File: src/rtl/hf_mode_sequencer_pkg.sv
// Shared constants for the HF mode sequencer: opcodes, major modes, states.
// Imported by hf_seq_timer and hf_mode_sequencer.
package hf_mode_sequencer_pkg;

    localparam logic [3:0] FPGA_CMD_NOP         = 4'b0000;
    localparam logic [3:0] FPGA_CMD_SET_CONFREG = 4'b0001;

    localparam logic [2:0] HF_MODE_READER_TX       = 3'b000;
    localparam logic [2:0] HF_MODE_READER_RX_XCORR = 3'b001;
    localparam logic [2:0] HF_MODE_SIMULATE        = 3'b010;
    localparam logic [2:0] HF_MODE_ISO14443A       = 3'b011;
    localparam logic [2:0] HF_MODE_OFF             = 3'b111;

    localparam int TW = 10;

    typedef enum logic [1:0] {
        ST_IDLE  = 2'b00,
        ST_QUIET = 2'b01,
        ST_ALIGN = 2'b10,
        ST_APPLY = 2'b11
    } seq_state_t;

    function automatic logic mode_legal(input logic [2:0] m);
        return !(m inside {3'b100, 3'b101, 3'b110});
    endfunction

endpackage

File: src/rtl/hf_seq_timer.sv
// Loadable down-counter with terminal flag; shared by the QUIET and
// ALIGN phases of the HF mode sequencer.
module hf_seq_timer
    import hf_mode_sequencer_pkg::*;
#(
    parameter int W = TW
) (
    input  logic         ck_1356meg,
    input  logic         nreset,
    input  logic         load,
    input  logic         en,
    input  logic [W-1:0] load_val,
    output logic [W-1:0] cnt,
    output logic         done
);

    always_ff @(posedge ck_1356meg or negedge nreset) begin
        if (!nreset) begin
            cnt <= '0;
        end else if (load) begin
            cnt <= load_val;
        end else if (en && (cnt != '0)) begin
            cnt <= cnt - 1'b1;
        end
    end

    assign done = (cnt == '0);

endmodule

File: src/rtl/hf_mode_sequencer.sv
// Glitch-free HF major-mode/config sequencer (quiet, guard, frame align, apply).
// Optional status counters: define HF_MODE_SEQ_STATUS_EN.
module hf_mode_sequencer
    import hf_mode_sequencer_pkg::*;
#(
    parameter int GUARD_CYCLES  = 64,
    parameter int ALIGN_TIMEOUT = 255
) (
    input  logic        ck_1356meg,
    input  logic        nreset,
    input  logic [15:0] cmd_word,
    input  logic        cmd_valid,
    output logic        cmd_ready,
    input  logic        frame_tick,
    output logic [7:0]  conf_word,
    output logic [2:0]  eff_mode,
    output logic        hold_off,
`ifdef HF_MODE_SEQ_STATUS_EN
    output logic [15:0] status_word,
    input  logic        clr_status,
`endif
    output logic        busy
);

    localparam logic [TW-1:0] GUARD_LD = TW'(GUARD_CYCLES - 1);
    localparam logic [TW-1:0] ALIGN_LD = TW'(ALIGN_TIMEOUT - 1);

    seq_state_t    state, state_nxt;
    logic [7:0]    pending, pending_nxt;
    logic [7:0]    conf_nxt;
    logic          t_load, t_en, t_done;
    logic [TW-1:0] t_val, t_cnt;
    logic          rej_evt, forced_evt;
    logic [3:0]    opcode;
    logic [7:0]    payload;
    logic          unused_bits;

    assign opcode  = cmd_word[15:12];
    assign payload = cmd_word[7:0];

    hf_seq_timer #(.W(TW)) u_timer (
        .ck_1356meg (ck_1356meg),
        .nreset     (nreset),
        .load       (t_load),
        .en         (t_en),
        .load_val   (t_val),
        .cnt        (t_cnt),
        .done       (t_done)
    );

    assign t_en = (state == ST_QUIET) || (state == ST_ALIGN);

    always_comb begin
        state_nxt   = state;
        pending_nxt = pending;
        conf_nxt    = conf_word;
        t_load      = 1'b0;
        t_val       = GUARD_LD;
        rej_evt     = 1'b0;
        forced_evt  = 1'b0;
        unique case (state)
            ST_IDLE: begin
                if (cmd_valid) begin
                    unique case (1'b1)
                        (opcode == FPGA_CMD_NOP): begin
                        end
                        (opcode == FPGA_CMD_SET_CONFREG): begin
                            if (!mode_legal(payload[7:5])) begin
                                rej_evt = 1'b1;
                            end else if (payload[7:5] == conf_word[7:5]) begin
                                conf_nxt = payload;
                            end else begin
                                pending_nxt = payload;
                                state_nxt   = ST_QUIET;
                                t_load      = 1'b1;
                                t_val       = GUARD_LD;
                            end
                        end
                        default: rej_evt = 1'b1;
                    endcase
                end
            end
            ST_QUIET: begin
                if (t_done) begin
                    t_load = 1'b1;
                    t_val  = ALIGN_LD;
                    // Switching off needs no carrier alignment
                    state_nxt = (pending[7:5] == HF_MODE_OFF) ? ST_APPLY
                                                              : ST_ALIGN;
                end
            end
            ST_ALIGN: begin
                if (frame_tick || t_done) begin
                    state_nxt  = ST_APPLY;
                    forced_evt = !frame_tick;
                end
            end
            ST_APPLY: begin
                conf_nxt  = pending;
                state_nxt = ST_IDLE;
            end
            default: state_nxt = ST_IDLE;
        endcase
    end

    always_ff @(posedge ck_1356meg or negedge nreset) begin
        if (!nreset) begin
            state     <= ST_IDLE;
            pending   <= 8'h00;
            conf_word <= 8'hE0;
        end else begin
            state     <= state_nxt;
            pending   <= pending_nxt;
            conf_word <= conf_nxt;
        end
    end

    assign cmd_ready = (state == ST_IDLE);
    assign busy      = (state != ST_IDLE);
    assign hold_off  = busy;
    assign eff_mode  = hold_off ? HF_MODE_OFF : conf_word[7:5];

`ifdef HF_MODE_SEQ_STATUS_EN
    logic [7:0] rej_cnt;
    logic [4:0] forced_cnt;

    always_ff @(posedge ck_1356meg or negedge nreset) begin
        if (!nreset) begin
            rej_cnt    <= 8'h00;
            forced_cnt <= 5'h00;
        end else if (clr_status) begin
            rej_cnt    <= 8'h00;
            forced_cnt <= 5'h00;
        end else begin
            if (rej_evt && (rej_cnt != 8'hFF)) begin
                rej_cnt <= rej_cnt + 8'd1;
            end
            if (forced_evt && (forced_cnt != 5'h1F)) begin
                forced_cnt <= forced_cnt + 5'd1;
            end
        end
    end

    assign status_word = {rej_cnt, 1'b0, state, forced_cnt};
    assign unused_bits = ^{cmd_word[11:8], t_cnt};
`else
    assign unused_bits = ^{cmd_word[11:8], t_cnt, rej_evt, forced_evt};
`endif

endmodule

File: config.mk
export PLATFORM = sky130hd
export DESIGN_NAME = hf_mode_sequencer
export DESIGN_NICKNAME = d
export VERILOG_FILES = /design/src/rtl/hf_mode_sequencer_pkg.sv /design/src/rtl/hf_seq_timer.sv /design/src/rtl/hf_mode_sequencer.sv
export SDC_FILE = /design/constraint.sdc
export NUM_CORES = 1
export LEC_CHECK = 0
export ABC_AREA = 0
export CAP_MARGIN = 10
export CELL_PAD_IN_SITES_DETAIL_PLACEMENT = 0
export CELL_PAD_IN_SITES_GLOBAL_PLACEMENT = 1
export CORE_MARGIN = 2
export CORE_UTILIZATION = 38
export CTS_BUF_LIST = sky130_fd_sc_hd__clkbuf_2
export CTS_CLUSTER_SIZE = 20
export DETAILED_ROUTE_END_ITERATION = 6
export GPL_TIMING_DRIVEN = 0
export HOLD_SLACK_MARGIN = 0.08
export PLACE_DENSITY_LB_ADDON = 0.15
export SLEW_MARGIN = 40
export SYNTH_ARGS = -nofsm -noshare
export SYNTH_HDL_FRONTEND = slang
export SYNTH_SLANG_ARGS = --single-unit
File: constraint.sdc
create_clock -name ck_1356meg -period 2 [get_ports ck_1356meg]
set_input_delay 0.4 -clock ck_1356meg [delete_from_list [all_inputs] [get_ports ck_1356meg]]
set_output_delay 0.4 -clock ck_1356meg [all_outputs]
set_load 0.005 [all_outputs]
Yosys cells after proc, flatten, opt, wreduce, memory -nomap -nowiden
Index checks and enable logic that the tools add are counted.
Widths: inputs -> output; s select.
{ "totals": {"output_inout_bits": 14, "ff_bits": 28, "word_cells": 60} }
{ "classes": {"muxes": 24, "n_reduce_logical": 13, "eq_ne": 16, "n_bitwise": 2, "addsub": 1} }
{ "ops": {"columns": ["op", "count"], "rows": [
  ["$mux 8", 6],
  ["$mux 10", 2],
  ["$pmux 8 s2", 1],
  ["$eq 3x3->1 const B", 4],
  ["$mux 2", 6],
  ["$logic_not 10->1", 1],
  ["$reduce_and 5->1", 2],
  ["$reduce_bool 10->1", 1],
  ["$sub 10x1->10 const B", 1],
  ["$ne 2x2->1 const B", 4],
  ["$pmux 2 s4", 1],
  ["$mux 1", 6],
  ["$ne 2x1->1 const B", 3],
  ["$reduce_and 6->1", 1],
  ["$reduce_bool 2->1", 3],
  ["$eq 2x2->1 const B", 2],
  ["$eq 4x1->1 const B", 1],
  ["$eq 3x3->1", 1],
  ["$mux 3", 1],
  ["$reduce_bool 3->1", 1],
  ["$eq 2x1->1 const B", 1],
  ["$logic_not 2->1", 1],
  ["$logic_or 1x1->1", 2],
  ["$not 1->1", 2],
  ["2 further kinds", 2]
]} }

Logic depth before layout (Yosys ltp)
Gate-level depths: netlist (run 1).
{ "logic_depth": {"ltp_word": 7, "depth_mapped": 7} }

Hierarchy
From an unflattened synthesis (run 1), not the netlist that was laid out.
{ "unflattened": {"hier_cells": 146, "area_unflattened_um2": 1670.4} }
{ "by_module_without_submodules": {"columns": ["mod", "area_per_inst_um2", "seq_area_each_um2", "n_inst", "cells_each"], "rows": [
  ["hf_mode_sequencer", 1048.5, 454.2, 1, 79],
  ["hf_seq_timer", 621.8, 250.2, 1, 67]
]} }

Least setup slack after synthesis (run 1)
No wires, ideal clock.
{ "synth_path": {"kind": "reg2reg", "startpoint": "reg state[0]", "endpoint": "reg u_timer.cnt[9]", "slack_ns": -0.166, "setup_time_ns": 0.120, "arrival_ns": 2.046, "stages_incl_launch_ff": 8, "path_cell_list": "dfrtp_1 > inv_1 > ha_1 > buf_2 > or3b_2 > nor4_4 > mux2_1 > and3_1"} }
{ "synth_between": {"elab_chain_cells": 4} }
{ "synth_lines": {"columns": ["element", "line", "source"], "rows": [
  ["start: declaration", "hf_mode_sequencer.sv:28", "seq_state_t state, state_nxt;"],
  ["start signal: assignment", "hf_mode_sequencer.sv:112", "state <= state_nxt;"],
  ["parallel branches: the longest is 4 deep, another holds $mux 10", null, null],
  ["end signal: assignment", "hf_seq_timer.sv:21", "cnt <= load_val;"],
  ["end signal: assignment", "hf_seq_timer.sv:23", "cnt <= cnt - 1'b1;"],
  ["end: declaration", "hf_seq_timer.sv:13", "output logic [W-1:0] cnt,"]
]} }
Several ways; the timed one is not identified.
A chain may end at the register's enable or synchronous reset.

Worst setup path after layout (run 1)
{ "layout_path": {"startpoint": "reg u_timer.cnt[3]", "endpoint": "reg u_timer.cnt[9]"} }
{ "layout_between": {"elab_chain_cells": 4} }
{ "layout_lines": {"columns": ["element"], "rows": [
  ["parallel branches: the longest is 4 deep, another holds $sub 10x1->10"]
]} }
Several ways; the timed one is not identified. The select of a mux whose other input is x is not followed.

==> flow_metrics.env, run 1 <==
export IMPL_grt_antenna_before_repair=0
export IMPL_drv_slew=0
export IMPL_drive_gt1_frac=0.453
export IMPL_cts_buffers_inserted=3
export IMPL_final_nets=230
export IMPL_critPathMaxStageDelay_ps=550
export IMPL_cts_tree="done"
export IMPL_synth_cell_type_count=52
export IMPL_hp_class="input port to async pin"
export IMPL_netlist_area_mm2=0.00170
export IMPL_die_area_mm2=0.00503
export IMPL_crit_chain="or4_4, buf_12, nor4_4, mux2_4, and3_1"
export IMPL_clockBufferDepth=2
export IMPL_worst_clock_skew_ps=2.36
export IMPL_crit_family="simple AND/OR/NAND/NOR gates"
export IMPL_post_synth_top_area_fraction=0.368
export IMPL_grt_pass1_vias=1369
export IMPL_path_class="register to register"
export IMPL_numPortBuffers=29
export IMPL_cp_slowest_cell="or4_4"
export IMPL_end_kind="register"
export IMPL_slew_headroom=0.569
export IMPL_area_delta_synth_final_pct=43.9
export IMPL_drv_cap=0
export IMPL_synth_top_family_by_area="simple AND/OR/NAND/NOR gates"
export IMPL_overflow=0
export IMPL_combPwrFrac=0.598
export IMPL_fin_area_mm2=0.00245
export IMPL_place_congestion=0.730
export IMPL_netSwitchingPower_uw=1210
export IMPL_synth_xor_area_frac=0.0258
export IMPL_worst_setup_hold_path_clk_slew_ps=270
export IMPL_synth_edf_count=0
export IMPL_h_tree_depth=1
export IMPL_die_h_um=70.9
export IMPL_grt_pass1_wl_um=6580
export IMPL_grt_max_degree=29
export IMPL_synth_area_leader_cell="dfrtp_1"
export IMPL_synthTopCellsByCount="dfrtp_1 (25), mux2_2 (24), ha_1 (6)"
export IMPL_ys_warnings_count=0
export IMPL_num_rows=24
export IMPL_status="completed"
export IMPL_yosysMostFrequentCell="dfrtp_1"
export IMPL_syn_area_per_cell_um2=11.8
export IMPL_syn_num_nets=170
export IMPL_cts_sinks=28
export IMPL_intPower_uw=2160
export IMPL_insertion_delay_ps=380
export IMPL_yosysSeqAreaShare=0.414
export IMPL_grt_setup_unrepaired="yes"
export IMPL_yosys_area_share_adder=0.0442
export IMPL_yosys_area_share_simple=0.172
export IMPL_pwr_share_seq=0.297
export IMPL_whs_ps=519
export IMPL_path_buf_inv=1
export IMPL_drt_total_wl_um=4110
export IMPL_placed_cell_area_mm2=0.00208
export IMPL_crit_arrival_ps=2300
export IMPL_root_buffer="clkbuf_2"
export IMPL_critPathMaxFanout=10
export IMPL_max_freq_mhz=506
export IMPL_critPathRequiredTime_ps=2320
export IMPL_drc=0
export IMPL_setup_violations=0
export IMPL_start_util=0.393
export IMPL_synth_seq_cells=28
export IMPL_coreArea_mm2=0.00432
export IMPL_finalCritPeriodShare=0.988
export IMPL_drt_iter0_drc=63
export IMPL_routed_via_count=1356
export IMPL_wire_per_inst_um=16.1
export IMPL_synth_compound_area_share=0.139
export IMPL_setup_tns_ps=0
export IMPL_n_antenna_cell=0
export IMPL_leakagePower_uw=0.00103
export IMPL_die_w_um=70.9
export IMPL_ir_worst_vdd_mv=0.577
export IMPL_synthTopCellsByArea="dfrtp_1 (37%), mux2_2 (16%), dfstp_2 (4.6%)"
export IMPL_clkPwrFrac=0.104
export IMPL_r2r_slack_ps=20
export IMPL_hold_violations=0
export IMPL_syn_instance_count=144
export IMPL_switching_share=0.358
export IMPL_async_flop_share=1.00
export IMPL_final_core_util=0.566
export IMPL_io_pins=34
export IMPL_startpoint_type="register"
export IMPL_first_pass_iters=4
export IMPL_vias_per_cell=5.32
export IMPL_ys_flop_type="dfrtp_1"
export IMPL_dp_hpwl_um=2740
export IMPL_p_per_area_mw_per_mm2=1380
export IMPL_track_usage=0.165
export IMPL_design_power_total_uw=3370
export IMPL_drtAntennaViolNets=0
export IMPL_fin_crit_ps=1980
export IMPL_synthMuxAreaShare=0.171
export IMPL_worst_pin_slew_ps=647
==> placed cells by master, fill, tap and decap left out, types with 4 or more instances in the layout <==
master | Yosys | final
xnor2_1 | 5 | 5
dfrtp_1 | 25 | 23
clkdlybuf4s15_1 | 0 | 4
mux2_2 | 24 | 19
ha_1 | 6 | 4
buf_4 | 1 | 22
a21oi_1 | 5 | 5
clkdlybuf4s50_1 | 0 | 21
mux2_4 | 0 | 6
inv_2 | 1 | 4
nor2_1 | 4 | 4
==> metal layers <==
metal,track usage,part of all wire
met5,0,0
met4,0.0587,0.025
met3,0.0271,0.026
met2,0.278,0.49
met1,0.214,0.46
==> per-stage QoR <==
stage                     setup WS (ps)  instances
after floorplan                   -12.9        144
after global placement             -632        225
after detailed placement           -662        225
after CTS                         -8.20        246
after global routing              -50.9        255
final                              24.9        255
==> cells by family after synthesis <==
logic type,after synthesis
multiplexers,26
flip-flops,28
adder cells (fa/ha/maj),6
buffers and inverters,11
AO/OA/AOI/OAI,28
AND/OR/NAND/NOR,40
XOR/XNOR,5
==> power by group through the flow <==
stage / clock network [µW] / registers (µW) / logic [µW]
2_1_floorplan: 0 / 1000 / 1010
3_3_place_gp: 0 / 1020 / 1520
3_5_place_dp: 0 / 1040 / 1560
4_1_cts: 368 / 993 / 1860
5_1_grt: 387 / 1030 / 2180
6_report: 352 / 1000 / 2010
==> sequential cells by signal (all words and copies together), names as in the netlist <==
signal       cells
u_timer.cnt     10
state            2
conf_word        8
pending          8
==> worst reg2reg max path, delay by kind of cell (launching register included) <==
family | cells | cell delay (ps)
buffers and inverters | 1 | 160
DFF | 1 | 450
muxes | 1 | 320
and+or+nand+nor | 3 | 980
==> final timing paths <==
kind | to | cells after the start | start
min reg2reg | pending[4]$_DFFE_PN0P_ | 1 | pending[4]$_DFFE_PN0P_
max reg2reg | u_timer.cnt[9]$_DFFE_PN0P_ | 5 | u_timer.cnt[3]$_DFFE_PN0P_
max | u_timer.cnt[9]$_DFFE_PN0P_ | 5 | u_timer.cnt[3]$_DFFE_PN0P_
min in group ck_1356meg | pending[4]$_DFFE_PN0P_ | 1 | pending[4]$_DFFE_PN0P_
max in group asynchronous | state[0]$_DFFE_PN0P_ | 2 | nreset
min | u_timer.cnt[7]$_DFFE_PN0P_ | 2 | nreset
==> cell type report <==
class / count / area, µm²
Fill cell: 382 / 1880
Multi-Input combinational cell: 105 / 1040
Buffer: 5 / 41.3
Clock buffer: 3 / 15.0
Timing Repair Buffer: 56 / 527
Inverter: 5 / 26.3
Tap cell: 52 / 65.1
Sequential cell: 28 / 707
Clock inverter: 1 / 30.0
==> repair_timing <==
| item | CTS | global route |
|---|---|---|
| pin swaps | 3 | 8 |
| hold buffers | 1 | 0 |
| endpoints found under the setup margin | 32 | 21 |
| resized for setup | 23 | 18 |
| endpoints found under the hold margin | 25 | 0 |
| setup buffers | 17 | 9 |
No activity file was read; power rests on OpenSTA's default activity.
==> run 2, diff against run 1 <==
- CORE_ASPECT_RATIO: default -> 0.75
- CORE_UTILIZATION: 38 -> 47
- DONT_BUFFER_PORTS: default -> 1
- PLACE_DENSITY: default -> 0.84
- PLACE_DENSITY_LB_ADDON: 0.15 -> default
==> run 2 against run 1 <==
Highest routed layer unchanged. Critical path type unchanged. Wire length up 0.44%. Critical endpoint is now conf_word[2]$_DFFE_PN0P_. The run now ends with negative setup slack left. Count of clock-buffer cells in the layout stayed put. Via count is 5.5% lower.
==> flow_metrics.env, run 2 (synthesis gave the netlist of run 1 again) <==
export IMPL_final_common_cell="dfrtp_1"
export IMPL_drc=0
export IMPL_critPathMaxFanout=9
export IMPL_reg_top3="u_timer.cnt x10, conf_word x8, pending x8"
export IMPL_ir_worst_vdd_mv=0.756
export IMPL_drtAntennaViolNets=0
export IMPL_p_per_area_mw_per_mm2=1440
export IMPL_slew_headroom=0.576
export IMPL_critPathRequiredTime_ps=2320
export IMPL_grt_antenna_before_repair=0
export IMPL_path_class="register to register"
export IMPL_crit_arrival_ps=2390
export IMPL_grt_pass1_vias=1246
export IMPL_cts_sinks=28
export IMPL_clockBufferDepth=2
export IMPL_drt_iter0_drc=88
export IMPL_first_pass_iters=4
export IMPL_dp_hpwl_um=2470
export IMPL_status="finished, violations left"
export IMPL_area_delta_synth_final_pct=25.2
export IMPL_end_kind="register"
export IMPL_io_pins=34
export IMPL_die_area_mm2=0.00412
export IMPL_pre_cts_ws_ps=-398
export IMPL_wire_per_inst_um=19.6
export IMPL_coreArea_mm2=0.00338
export IMPL_drv_slew=0
export IMPL_grt_setup_unrepaired="yes"
export IMPL_drt_total_wl_um=4130
export IMPL_routed_via_count=1281
export IMPL_cts_buffers_inserted=3
export IMPL_largest_register_ffs=10
export IMPL_root_buffer="clkbuf_2"
export IMPL_drv_cap=0
export IMPL_max_freq_mhz=485
export IMPL_final_core_util=0.630
export IMPL_drive_gt1_frac=0.520
export IMPL_final_nets=198
export IMPL_worst_clock_skew_ps=8.56
export IMPL_num_rows=18
export IMPL_grt_pass1_wl_um=6260
export IMPL_layout_common_cells="dfrtp_1 (24), mux2_2 (23), buf_4 (20)"
export IMPL_die_h_um=56.1
export IMPL_hold_violations=0
export IMPL_start_util=0.503
export IMPL_dp_cells=184
export IMPL_fin_ws_ps=-63.7
export IMPL_worst_pin_slew_ps=630
export IMPL_leakagePower_uw=0.000885
export IMPL_track_usage=0.195
export IMPL_top_register="u_timer.cnt"
export IMPL_overflow=0
export IMPL_fin_crit_ps=2060
export IMPL_layout_cells_non_filler=211
export IMPL_violations="negative setup slack"
export IMPL_finalCritPeriodShare=1.03
export IMPL_place_congestion=0.811
export IMPL_die_w_um=73.5
export IMPL_h_tree_depth=1
export IMPL_n_antenna_cell=0
export IMPL_setup_violations=9
export IMPL_vias_per_cell=6.07
export IMPL_insertion_delay_ps=390
export IMPL_hp_class="input port to register"
export IMPL_numPortBuffers=0
export IMPL_grt_max_degree=29
export IMPL_cts_tree="done"
export IMPL_startpoint_type="register"
export IMPL_worst_setup_hold_path_clk_slew_ps=290
run 2: cell count changes in the layout (fill, tap and decap cells not counted), moves of 2 or more:
cell	previous run	this run
dlygate4sd2_1	2	0
buf_2	3	1
clkdlybuf4s50_1	21	0
mux2_4	6	2
buf_6	3	1
buf_4	22	20
clkdlybuf4s15_1	4	0
mux2_2	19	23
run 2: final timing paths:
check | slack [ps] | to | cells after the start | from
worst min-delay path | 130 | pending[7]$_DFFE_PN0P_ | 1 | cmd_word[7]
worst max-delay path | -60 | conf_word[2]$_DFFE_PN0P_ | 7 | state[0]$_DFFE_PN0P_
max in group asynchronous | 1370 | conf_word[5]$_DFFE_PN1P_ | 2 | nreset
min in group asynchronous | 390 | u_timer.cnt[6]$_DFFE_PN0P_ | 2 | nreset
worst max register to register | -60 | conf_word[2]$_DFFE_PN0P_ | 7 | state[0]$_DFFE_PN0P_
worst min register to register | 550 | pending[3]$_DFFE_PN0P_ | 1 | pending[3]$_DFFE_PN0P_
run 2: report_power, final:
group	switching [µW]	total, µW	internal (µW)
clock network	188	359	172
logic	803	1670	865
registers	211	1040	825
run 2: layout make-up:
type	count	area (µm²)
inverter	5	23.8
clock buffer	3	15.0
buffer	5	43.8
multi-input combinational	105	1030
fill	259	1250
tap	40	50.0
timing repair buffer	24	229
clock inverter	1	30.0
sequential	28	706
run 2: stage by stage:
| stage | total power [µW] | instance area (µm²) | TNS, ps | hold slack (ps) |
|---|---|---|---|---|
| after global placement | 2200 | 1780 | -4480 | 105 |
| after floorplan | 2010 | 1730 | -12.9 | 104 |
| after global routing | 3250 | 2130 | -809 | 86.1 |
| after detailed placement | 2260 | 1780 | -5070 | 105 |
| final | 3060 | 2130 | -402 | 127 |
| after CTS | 2830 | 1960 | -240 | 109 |
run 2: critical path, cell delays in order, from the launching register on:
cell	delay (ps)
dfrtp_2	490
inv_2	90
ha_4	190
inv_6	70
or4_4	530
o2bb2ai_4	150
buf_12	140
mux2_2	330
run 2: per-layer routing:
metal	wire length (µm)	global-route usage
met5	0	0
met4	52	0.0312
met3	229	0.0580
met2	1960	0.282
met1	1890	0.291
run 2: what timing repair did:
item,CTS,global route
endpoints found under the hold margin,28,0
pin swaps,3,6
resized for setup,11,12
endpoints found under the setup margin,26,17
buffers inserted,7,14
hold buffers,2,0
gates cloned,0,1
==> run 3, diff against run 2 <==
- CAP_MARGIN: 10 -> 20
==> results of run 3 <==
Final layout, timing and power as in run 2 (identical DEF).
